## src/rtl/maindec_mc_if.sv

```systemverilog
// Control bundle between the multicycle decoder and the datapath.
// Opcode and memory handshake in; strobes, status and counter out.
interface maindec_mc_if #(parameter int CNT_W = 32);
  logic [10:0]      Op;
  logic             mem_ready;
  logic             Reg2Loc, ALUSrcA, MemtoReg, RegWrite;
  logic             MemRead, MemWrite, IorD, IRWrite;
  logic             PCWrite, Branch, BranchNZ;
  logic [1:0]       ALUSrcB, ALUOp;
  logic             invalid;
  logic [3:0]       state;
  logic [CNT_W-1:0] instr_count;

  modport master (
    input  Op, mem_ready,
    output Reg2Loc, ALUSrcA, MemtoReg, RegWrite,
    output MemRead, MemWrite, IorD, IRWrite,
    output PCWrite, Branch, BranchNZ,
    output ALUSrcB, ALUOp, invalid, state, instr_count
  );

  modport slave (
    output Op, mem_ready,
    input  Reg2Loc, ALUSrcA, MemtoReg, RegWrite,
    input  MemRead, MemWrite, IorD, IRWrite,
    input  PCWrite, Branch, BranchNZ,
    input  ALUSrcB, ALUOp, invalid, state, instr_count
  );
endinterface

```

## src/rtl/maindec_mc.sv

```systemverilog
// LEGv8 multicycle control FSM: fetch/decode/exec/mem/writeback
// sequencing with memory wait states and a retired-instruction counter.
module maindec_mc #(
  parameter int CNT_W           = 32,
  parameter bit HALT_ON_INVALID = 1'b1,
  parameter bit ENABLE_CBNZ     = 1'b1
) (
  input  logic          clk,
  input  logic          reset,
  maindec_mc_if.master  bus
);

  typedef enum logic [3:0] {
    FETCH  = 4'd0,
    DECODE = 4'd1,
    MEMADR = 4'd2,
    MEMRD  = 4'd3,
    MEMWB  = 4'd4,
    MEMWR  = 4'd5,
    EXEC   = 4'd6,
    ALUWB  = 4'd7,
    BRANCH = 4'd8,
    ERROR  = 4'd9
  } state_t;

  state_t st, nx;
  logic [CNT_W-1:0] cnt;
  logic ldur, stur, cbz, cbnz, rtype, retire;
  logic r2l, asa, m2r, rw, mrd, mwr;
  logic iord, irw, pcw, br, bnz, inv;
  logic [1:0] asb, aop;

  assign ldur  = bus.Op == 11'b111_1100_0010;
  assign stur  = bus.Op == 11'b111_1100_0000;
  assign cbz   = bus.Op[10:3] == 8'b1011_0100;
  assign cbnz  = ENABLE_CBNZ &&
                 (bus.Op[10:3] == 8'b1011_0101);
  assign rtype = bus.Op inside {
                   11'b100_0101_1000, 11'b110_0101_1000,
                   11'b100_0101_0000, 11'b101_0101_0000};

  // ERROR never retires; a store retires only when its write lands.
  assign retire = (st == MEMWB) || (st == ALUWB) ||
                  (st == BRANCH) ||
                  ((st == MEMWR) && bus.mem_ready);

  always_ff @(posedge clk) begin
    if (reset) begin
      st  <= FETCH;
      cnt <= '0;
    end else begin
      st <= nx;
      if (retire) cnt <= cnt + 1'b1;
    end
  end

  always_comb begin
    nx   = FETCH;
    r2l  = 1'b0;
    asa  = 1'b0;
    m2r  = 1'b0;
    rw   = 1'b0;
    mrd  = 1'b0;
    mwr  = 1'b0;
    iord = 1'b0;
    irw  = 1'b0;
    pcw  = 1'b0;
    br   = 1'b0;
    bnz  = 1'b0;
    inv  = 1'b0;
    asb  = 2'b00;
    aop  = 2'b00;
    case (st)
      FETCH: begin
        mrd = 1'b1;
        asb = 2'b01;
        irw = bus.mem_ready;
        pcw = bus.mem_ready;
        nx  = bus.mem_ready ? DECODE : FETCH;
      end
      DECODE: begin
        asb = 2'b11;
        r2l = stur | cbz | cbnz;
        unique case (1'b1)
          ldur, stur: nx = MEMADR;
          rtype:      nx = EXEC;
          cbz, cbnz:  nx = BRANCH;
          default:    nx = ERROR;
        endcase
      end
      MEMADR: begin
        asa = 1'b1;
        asb = 2'b10;
        r2l = stur;
        nx  = stur ? MEMWR : MEMRD;
      end
      MEMRD: begin
        mrd  = 1'b1;
        iord = 1'b1;
        nx   = bus.mem_ready ? MEMWB : MEMRD;
      end
      MEMWB: begin
        rw  = 1'b1;
        m2r = 1'b1;
      end
      MEMWR: begin
        mwr  = 1'b1;
        iord = 1'b1;
        r2l  = 1'b1;
        nx   = bus.mem_ready ? FETCH : MEMWR;
      end
      EXEC: begin
        asa = 1'b1;
        aop = 2'b10;
        nx  = ALUWB;
      end
      ALUWB: rw = 1'b1;
      BRANCH: begin
        asa = 1'b1;
        aop = 2'b01;
        r2l = 1'b1;
        br  = 1'b1;
        bnz = cbnz;
      end
      ERROR: begin
        inv = 1'b1;
        nx  = HALT_ON_INVALID ? ERROR : FETCH;
      end
      default: nx = FETCH;
    endcase
  end

  assign bus.Reg2Loc     = r2l;
  assign bus.ALUSrcA     = asa;
  assign bus.MemtoReg    = m2r;
  assign bus.RegWrite    = rw & ~reset;
  assign bus.MemRead     = mrd & ~reset;
  assign bus.MemWrite    = mwr & ~reset;
  assign bus.IorD        = iord;
  assign bus.IRWrite     = irw & ~reset;
  assign bus.PCWrite     = pcw & ~reset;
  assign bus.Branch      = br;
  assign bus.BranchNZ    = bnz;
  assign bus.ALUSrcB     = asb;
  assign bus.ALUOp       = aop;
  assign bus.invalid     = inv;
  assign bus.state       = st;
  assign bus.instr_count = cnt;

endmodule

```

## src/flat_wrapper.sv

```systemverilog
// flat-port wrapper written by rule: the top's interface ports become plain ports
module maindec_mc_flat 
#(
  parameter int CNT_W           = 32,
  parameter bit HALT_ON_INVALID = 1'b1,
  parameter bit ENABLE_CBNZ     = 1'b1
)
  (clk, reset, bus_Op, bus_mem_ready, bus_Reg2Loc, bus_ALUSrcA, bus_MemtoReg, bus_RegWrite, bus_MemRead, bus_MemWrite, bus_IorD, bus_IRWrite, bus_PCWrite, bus_Branch, bus_BranchNZ, bus_ALUSrcB, bus_ALUOp, bus_invalid, bus_state, bus_instr_count);
  maindec_mc_if #(.CNT_W(CNT_W)) bus_i ();
  input  logic clk;
  input  logic reset;
  input wire logic [$bits(bus_i.Op)-1:0] bus_Op;
  input wire logic [$bits(bus_i.mem_ready)-1:0] bus_mem_ready;
  output wire logic [$bits(bus_i.Reg2Loc)-1:0] bus_Reg2Loc;
  output wire logic [$bits(bus_i.ALUSrcA)-1:0] bus_ALUSrcA;
  output wire logic [$bits(bus_i.MemtoReg)-1:0] bus_MemtoReg;
  output wire logic [$bits(bus_i.RegWrite)-1:0] bus_RegWrite;
  output wire logic [$bits(bus_i.MemRead)-1:0] bus_MemRead;
  output wire logic [$bits(bus_i.MemWrite)-1:0] bus_MemWrite;
  output wire logic [$bits(bus_i.IorD)-1:0] bus_IorD;
  output wire logic [$bits(bus_i.IRWrite)-1:0] bus_IRWrite;
  output wire logic [$bits(bus_i.PCWrite)-1:0] bus_PCWrite;
  output wire logic [$bits(bus_i.Branch)-1:0] bus_Branch;
  output wire logic [$bits(bus_i.BranchNZ)-1:0] bus_BranchNZ;
  output wire logic [$bits(bus_i.ALUSrcB)-1:0] bus_ALUSrcB;
  output wire logic [$bits(bus_i.ALUOp)-1:0] bus_ALUOp;
  output wire logic [$bits(bus_i.invalid)-1:0] bus_invalid;
  output wire logic [$bits(bus_i.state)-1:0] bus_state;
  output wire logic [$bits(bus_i.instr_count)-1:0] bus_instr_count;
  assign bus_i.Op = bus_Op;
  assign bus_i.mem_ready = bus_mem_ready;
  assign bus_Reg2Loc = bus_i.Reg2Loc;
  assign bus_ALUSrcA = bus_i.ALUSrcA;
  assign bus_MemtoReg = bus_i.MemtoReg;
  assign bus_RegWrite = bus_i.RegWrite;
  assign bus_MemRead = bus_i.MemRead;
  assign bus_MemWrite = bus_i.MemWrite;
  assign bus_IorD = bus_i.IorD;
  assign bus_IRWrite = bus_i.IRWrite;
  assign bus_PCWrite = bus_i.PCWrite;
  assign bus_Branch = bus_i.Branch;
  assign bus_BranchNZ = bus_i.BranchNZ;
  assign bus_ALUSrcB = bus_i.ALUSrcB;
  assign bus_ALUOp = bus_i.ALUOp;
  assign bus_invalid = bus_i.invalid;
  assign bus_state = bus_i.state;
  assign bus_instr_count = bus_i.instr_count;
  maindec_mc #(.CNT_W(CNT_W), .HALT_ON_INVALID(HALT_ON_INVALID), .ENABLE_CBNZ(ENABLE_CBNZ)) u_core (.clk(clk), .reset(reset), .bus(bus_i));
endmodule
```

## config.mk

```make
export PLATFORM = sky130hd
export DESIGN_NAME = maindec_mc_flat
export DESIGN_NICKNAME = d
export VERILOG_FILES = /design/src/rtl/maindec_mc_if.sv /design/src/rtl/maindec_mc.sv /design/src/flat_wrapper.sv
export SDC_FILE = /design/constraint.sdc
export NUM_CORES = 1
export LEC_CHECK = 0
export BUFFER_PORTS_ARGS = -buffer_cell sky130_fd_sc_hd__buf_2
export CAP_MARGIN = 0
export CORE_UTILIZATION = 50
export CTS_BUF_LIST = sky130_fd_sc_hd__clkbuf_2 sky130_fd_sc_hd__clkbuf_4 sky130_fd_sc_hd__clkbuf_8
export DETAILED_ROUTE_END_ITERATION = 8
export PLACE_DENSITY = 0.84
export SETUP_SLACK_MARGIN = 0.3
export SLEW_MARGIN = 10
export SYNTH_ARGS = -nofsm -noshare
export SYNTH_HDL_FRONTEND = slang
export SYNTH_SLANG_ARGS = --single-unit
```

## constraint.sdc

```tcl
create_clock -name clk -period 2.2 [get_ports clk]
set_input_delay 0.11 -clock clk [delete_from_list [all_inputs] [get_ports clk]]
set_output_delay 0.11 -clock clk [all_outputs]
set_load 0.01 [all_outputs]
```

-- Word level (Yosys, flattened, before mapping)
Cells that the tools add are included.
- $add $sub $neg: 1
- equality and inequality tests: 17
- multiplexer cells: 19
- reduce and logical (&&, ||, !) cells: 13
- bitwise operators: 7
- operators by type and width (cell ; number):
    equality test 11 bit (second input constant) ; 6
    adder 32 x 1 -> 32 bit (second input constant) ; 1
    one-hot mux 4 bit (7 select lines) ; 1
    equality test 4 x 3 -> 1 bit (second input constant) ; 4
    equality test 8 bit (second input constant) ; 2
    one-hot mux 4 bit (3 select lines) ; 1
    OR reduction 2 bit ; 6
    two-way mux 1 bit ; 11
    two-way mux 3 bit ; 3
    equality test 4 x 2 -> 1 bit (second input constant) ; 2
    equality test 4 bit (second input constant) ; 2
    one-hot mux 2 bit (3 select lines) ; 1
    AND 1 bit ; 4
    equality test 4 x 1 -> 1 bit (second input constant) ; 1
    zero test 4 bit ; 1
    one-hot mux 2 bit (2 select lines) ; 1
    nonzero test 4 bit ; 1
    logical OR 1 bit ; 3
    one-hot mux 1 bit (3 select lines) ; 1
    OR reduction 3 bit ; 1
    bitwise OR 1 bit ; 2
    logical AND 1 bit ; 1
    NOT 1 bit ; 1
- word-level logic and storage cells: 59
- register bits after elaboration: 36
- input bits: 14

-- Longest topological paths before layout
- depth in word-level cells: 4
- mapped depth: 7
- mapped depth without buffers: 6

-- Worst setup path after synthesis
Ideal clock, no wire load.
- path type: reg-to-reg
- start: reg u_core.cnt[0], in the netlist u_core.bus.instr_count[0]
- end: reg u_core.cnt[26], in the netlist u_core.bus.instr_count[26]
- setup slack: 226 ps
- arrival: 1904 ps
- period minus slack after synthesis: 1974 ps
- cell stages (with the launch flop): 7
- library setup time: 70 ps
- buffers on the path: 0
- cells stage by stage: dfxtp_1 -> ha_1 -> nand3_2 -> nor4_2 -> nand2_1 -> or4_1 -> a21oi_1
- longest elaborated chain between the ends: 1
- ends and longest elaborated chain (item ; RTL line ; RTL):
    from (decl) ; maindec_mc.sv:27 ; logic [CNT_W-1:0] cnt;
    from (signal assigned) ; maindec_mc.sv:53 ; if (retire) cnt <= cnt + 1'b1;
    adder 32 x 1 -> 32 bit ; maindec_mc.sv:53 ;
Every way passes these cells.
A chain may end at the register's enable or synchronous reset.

-- Worst setup path in the final report
- start: reg u_core.st[0], in the netlist u_core.bus.state[0]
- end: reg u_core.cnt[11], in the netlist u_core.bus.instr_count[11]
- longest elaborated chain between the ends: 4
- ends and longest elaborated chain (item ; RTL line ; RTL):
    from (decl) ; maindec_mc.sv:26 ; state_t st, nx;
    from (signal assigned) ; maindec_mc.sv:52 ; st <= nx;
    equality test 4 x 3 -> 1 bit ; maindec_mc.sv:43 ; assign retire = (st == MEMWB) || (st == ALUWB) ||
    logical OR 1 bit (2 in a row) ; maindec_mc.sv:43 ;
    logical OR 1 bit * ; maindec_mc.sv:44 ; (st == BRANCH) ||
Mark *: on every way between the ends. The rest lies on a longest branch, timed or not.

==> metrics.md <==
| Metric | Value |
|---|---|
| Worst min path class | `primary input to register` |
| Final setup margin | `0.3022 ns` |
| RSZ-0062 raised after global routing | `yes` |
| Sequential share of the synthesized area | `34.06%` |
| Int Pwr | `1002 µW` |
| RD Place Congestion | `0.8163` |
| Setup_tns | `0 ns` |
| H-tree levels | `2` |
| Initial antenna violation count | `0` |
| Nets@finish | `339` |
| Clock Latency Late Sink | `0.29 ns` |
| Fin cells | `375` |
| Critical path launch point type | `register` |
| Clk pin slew, worst setup/hold paths | `0.07 ns` |
| Final antenna-violating net count | `0` |
| Hold Buf Count CTS | `0` |
| P per Cell Area | `482.3 nW/µm²` |
| Cell type with the largest total area after synthesis | `dfxtp_1` |
| Synth top area share | `34.06%` |
| Post-detail-place hpwl | `3.574 mm` |
| DP Worst Slack | `0.1848 ns` |
| Residual DRC | `0` |
| Worst-path fanout max | `11` |
| # port buffers | `65` |
| Synth Area in Adders | `0.5914%` |
| Layout Skew | `0.003370 ns` |
| Vias in the first global route | `1816` |
| Commonest non-fill, non-tap cell in the layout | `buf_2` |
| Fmax | `526.9 MHz` |
| Slew Limit Fails | `0` |
| Ratio of cells with drive above 1 in the final layout | `42.15%` |
| Comb pwr share | `12.4%` |
| Yosys reg bits | `36` |
| Initial DRT Pass Iterations | `4` |
| Worst slew margin | `56.53%` |
| Crit path kind | `register to register` |
| Fin. Hold Viols | `0` |
| Post-DR wirelength/cell | `14.10 µm` |
| DIE WIDTH | `67.05 µm` |
| Post-synthesis cell count | `252` |
| Syn Area/Cell | `8.396 µm²` |
| Syn Nets | `267` |
| Status | `finished, final reports clean` |
| Final setup viols | `0` |
| VDD IR-drop max | `371.6 µV` |
| CP cell instances | `or3b_2 > a31oi_2 > buf_4 > nor3_1 > xnor2_1 > nor2_1` |
| R2R Setup Slk | `0.30 ns` |
| CP Data Arrival Time | `2.04 ns` |
| CP peak stage delay | `0.49 ns` |
| # clock sinks | `36` |
| # diodes | `0` |
| Largest family of logic cells by synthesized area | `simple AND/OR/NAND/NOR gates` |
| Simple-gate share of the synthesized area | `39.56%` |
| Mapped Area | `2116 µm²` |
| Crit path launch | `u_core.bus.state[0]$_SDFF_PP0_` |
| DIE HEIGHT | `67.05 µm` |
| CP endpoint | `u_core.bus.instr_count[11]$_SDFFE_PP0P_` |
| Row count | `23` |
| Slowest-stage cell, CP | `or3b_2` |
| Ys flop type | `dfxtp_1` |
| Critical Path End Type | `register` |
| Switching part of the total | `25.10%` |
| Final period util | `86.26%` |
| Core Box Area | `4029 µm²` |
| Final instance area | `2774 µm²` |
| LEAKAGE | `0.001184 µW` |
| Worst-case clock buffer depth | `2` |
| Placed insts | `363` |
| Die area | `4496 µm²` |
| Yosys warning count | `0` |
| First-pass GRT wire length | `7.990 mm` |
| Root Driver | `clkbuf_8` |
| Effective utilization at floorplan | `52.52%` |
| Async S/R FF share, synth | `0%` |
| Mux cell area share after synthesis | `0.5322%` |
| Xor/xnor share of the synthesized area | `11.59%` |
| CP required | `2.35 ns` |
| CTS buffer count | `5` |
| Yosys cell types | `49` |
| TritonCTS clock tree | `built` |
| Commonest cells after routing, fill and taps aside | `buf_2, nor2_1, xnor2_1, dfxtp_1` |
| Compound-Gate Fraction of Synth Area | `8.693%` |
| Worst slew pin tran | `0.6520 ns` |
| Reg2Reg Depth | `6` |
| Max-cap violations | `0` |
| Sw Pwr | `335.8 µW` |
| GRT overflow | `0` |
| Worst r2r src | `u_core.bus.state[0]$_SDFF_PP0_` |
| Clk pwr share | `37.9%` |
| Initial DRC count | `133` |
| Synth top area cells | `dfxtp_1, xnor2_1, nor2_1` |
| Via count | `2130` |
| Fin crit period | `1.898 ns` |
| Pin count of the biggest net entering global routing | `38` |
| Reg power frac | `49.7%` |
| Routed vias/inst | `5.680` |
| Overall Global Routing Usage | `23.20%` |
| Count of flip-flops with a built-in enable after synthesis | `0` |
| Final wirelength | `5.286 mm` |
| Area Overhead vs Synth | `31.11%` |
| Reg2reg end | `u_core.bus.instr_count[11]$_SDFFE_PP0P_` |
| Placed inst area | `2526 µm²` |
| Ports | `66` |
==> sequential cells by signal, indices dropped and copies added, names as in the netlist <==
register / flops
u_core.bus.instr_count: 32
u_core.bus.state: 4
==> metrics by stage <==
| stage | util (%) | hold slack, ns | total power, µW |
|---|---|---|---|
| after floorplan | - | 0.3718 | 787.1 |
| after global placement | 62.70 | 0.4765 | 835.6 |
| after detailed placement | 62.70 | 0.4854 | 836.8 |
| after CTS | 66.12 | 0.1948 | 1337 |
| after global routing | 68.85 | 0.1996 | 1385 |
| final | 68.85 | 0.1757 | 1338 |
==> worst min path at each step <==
stage                                           start                                     end  slack [ns]  cells after the start
3_3_place_gp   u_core.bus.instr_count[1]$_SDFFE_PP0P_  u_core.bus.instr_count[1]$_SDFFE_PP0P_        0.48                      2
5_1_grt                                     bus_Op[0]          u_core.bus.state[2]$_SDFF_PP0_        0.20                      4
6_report                                    bus_Op[2]          u_core.bus.state[2]$_SDFF_PP0_        0.18                      4
3_5_place_dp   u_core.bus.instr_count[1]$_SDFFE_PP0P_  u_core.bus.instr_count[1]$_SDFFE_PP0P_        0.49                      2
2_1_floorplan                               bus_Op[1]          u_core.bus.state[2]$_SDFF_PP0_        0.37                      3
4_1_cts                                     bus_Op[2]          u_core.bus.state[2]$_SDFF_PP0_        0.19                      4
==> logic make-up after synthesis <==
kind of cell,count (synthesis)
AO/OA/AOI/OAI,29
XOR/XNOR,28
adder cells (fa/ha/maj),1
buffers and inverters,22
flip-flops,36
multiplexers,1
AND/OR/NAND/NOR,135
==> synthesized netlist by cell type, drive strengths merged, types with 3 or more instances <==
master / n
dfxtp: 36
or3b: 3
a21oi: 12
clkbuf: 7
nand4: 11
nand2: 14
inv: 5
and3: 7
or4: 3
xnor2: 20
xor2: 8
and4: 5
nor3: 16
nor4: 8
or3: 3
a31oi: 3
nor4b: 8
nand2b: 4
nand3: 8
o21ai: 5
nor2: 38
buf: 10
==> worst max-delay path: cells and delay by family, from the launching register on <==
kind	cells	cell delay (ns)
simple gates	3	0.66
compound gates	1	0.28
xor+xnor	1	0.20
flops	1	0.39
buf+inv	1	0.23
==> timing repair <==
action	CTS	global route
hold endpoints to repair	0	0
endpoints found under the setup margin	15	25
gates resized for setup	12	23
setup buffers	0	4
gates cloned	0	0
pin swaps	2	12
==> layer usage <==
metal  part of all wire (%)  wire length, µm  global-route usage (%)
met1                     44             2341                   28.75
met2                     50             2660                   39.13
met3                    3.9              208                   4.795
met4                    1.4               75                   7.979
met5                      0                0                       0
==> power by group through the flow <==
stage / Clock (µW) / Combinational, µW / Sequential, µW
final: 507 / 166 / 665
after global routing: 538 / 181 / 665
after CTS: 512 / 159 / 666
after detailed placement: 0 / 156 / 681
after global placement: 0 / 155 / 681
after floorplan: 0 / 107 / 680
==> final cells by class <==
class	count	area, µm²
repair buffers	82	460.4
multi-input cells	194	1389
well taps	50	62.56
inverters	5	18.77
flip-flops and latches	36	745.7
clock buffers	8	97.59
fillers	330	1255
No activity file was read; power rests on OpenSTA's default activity.
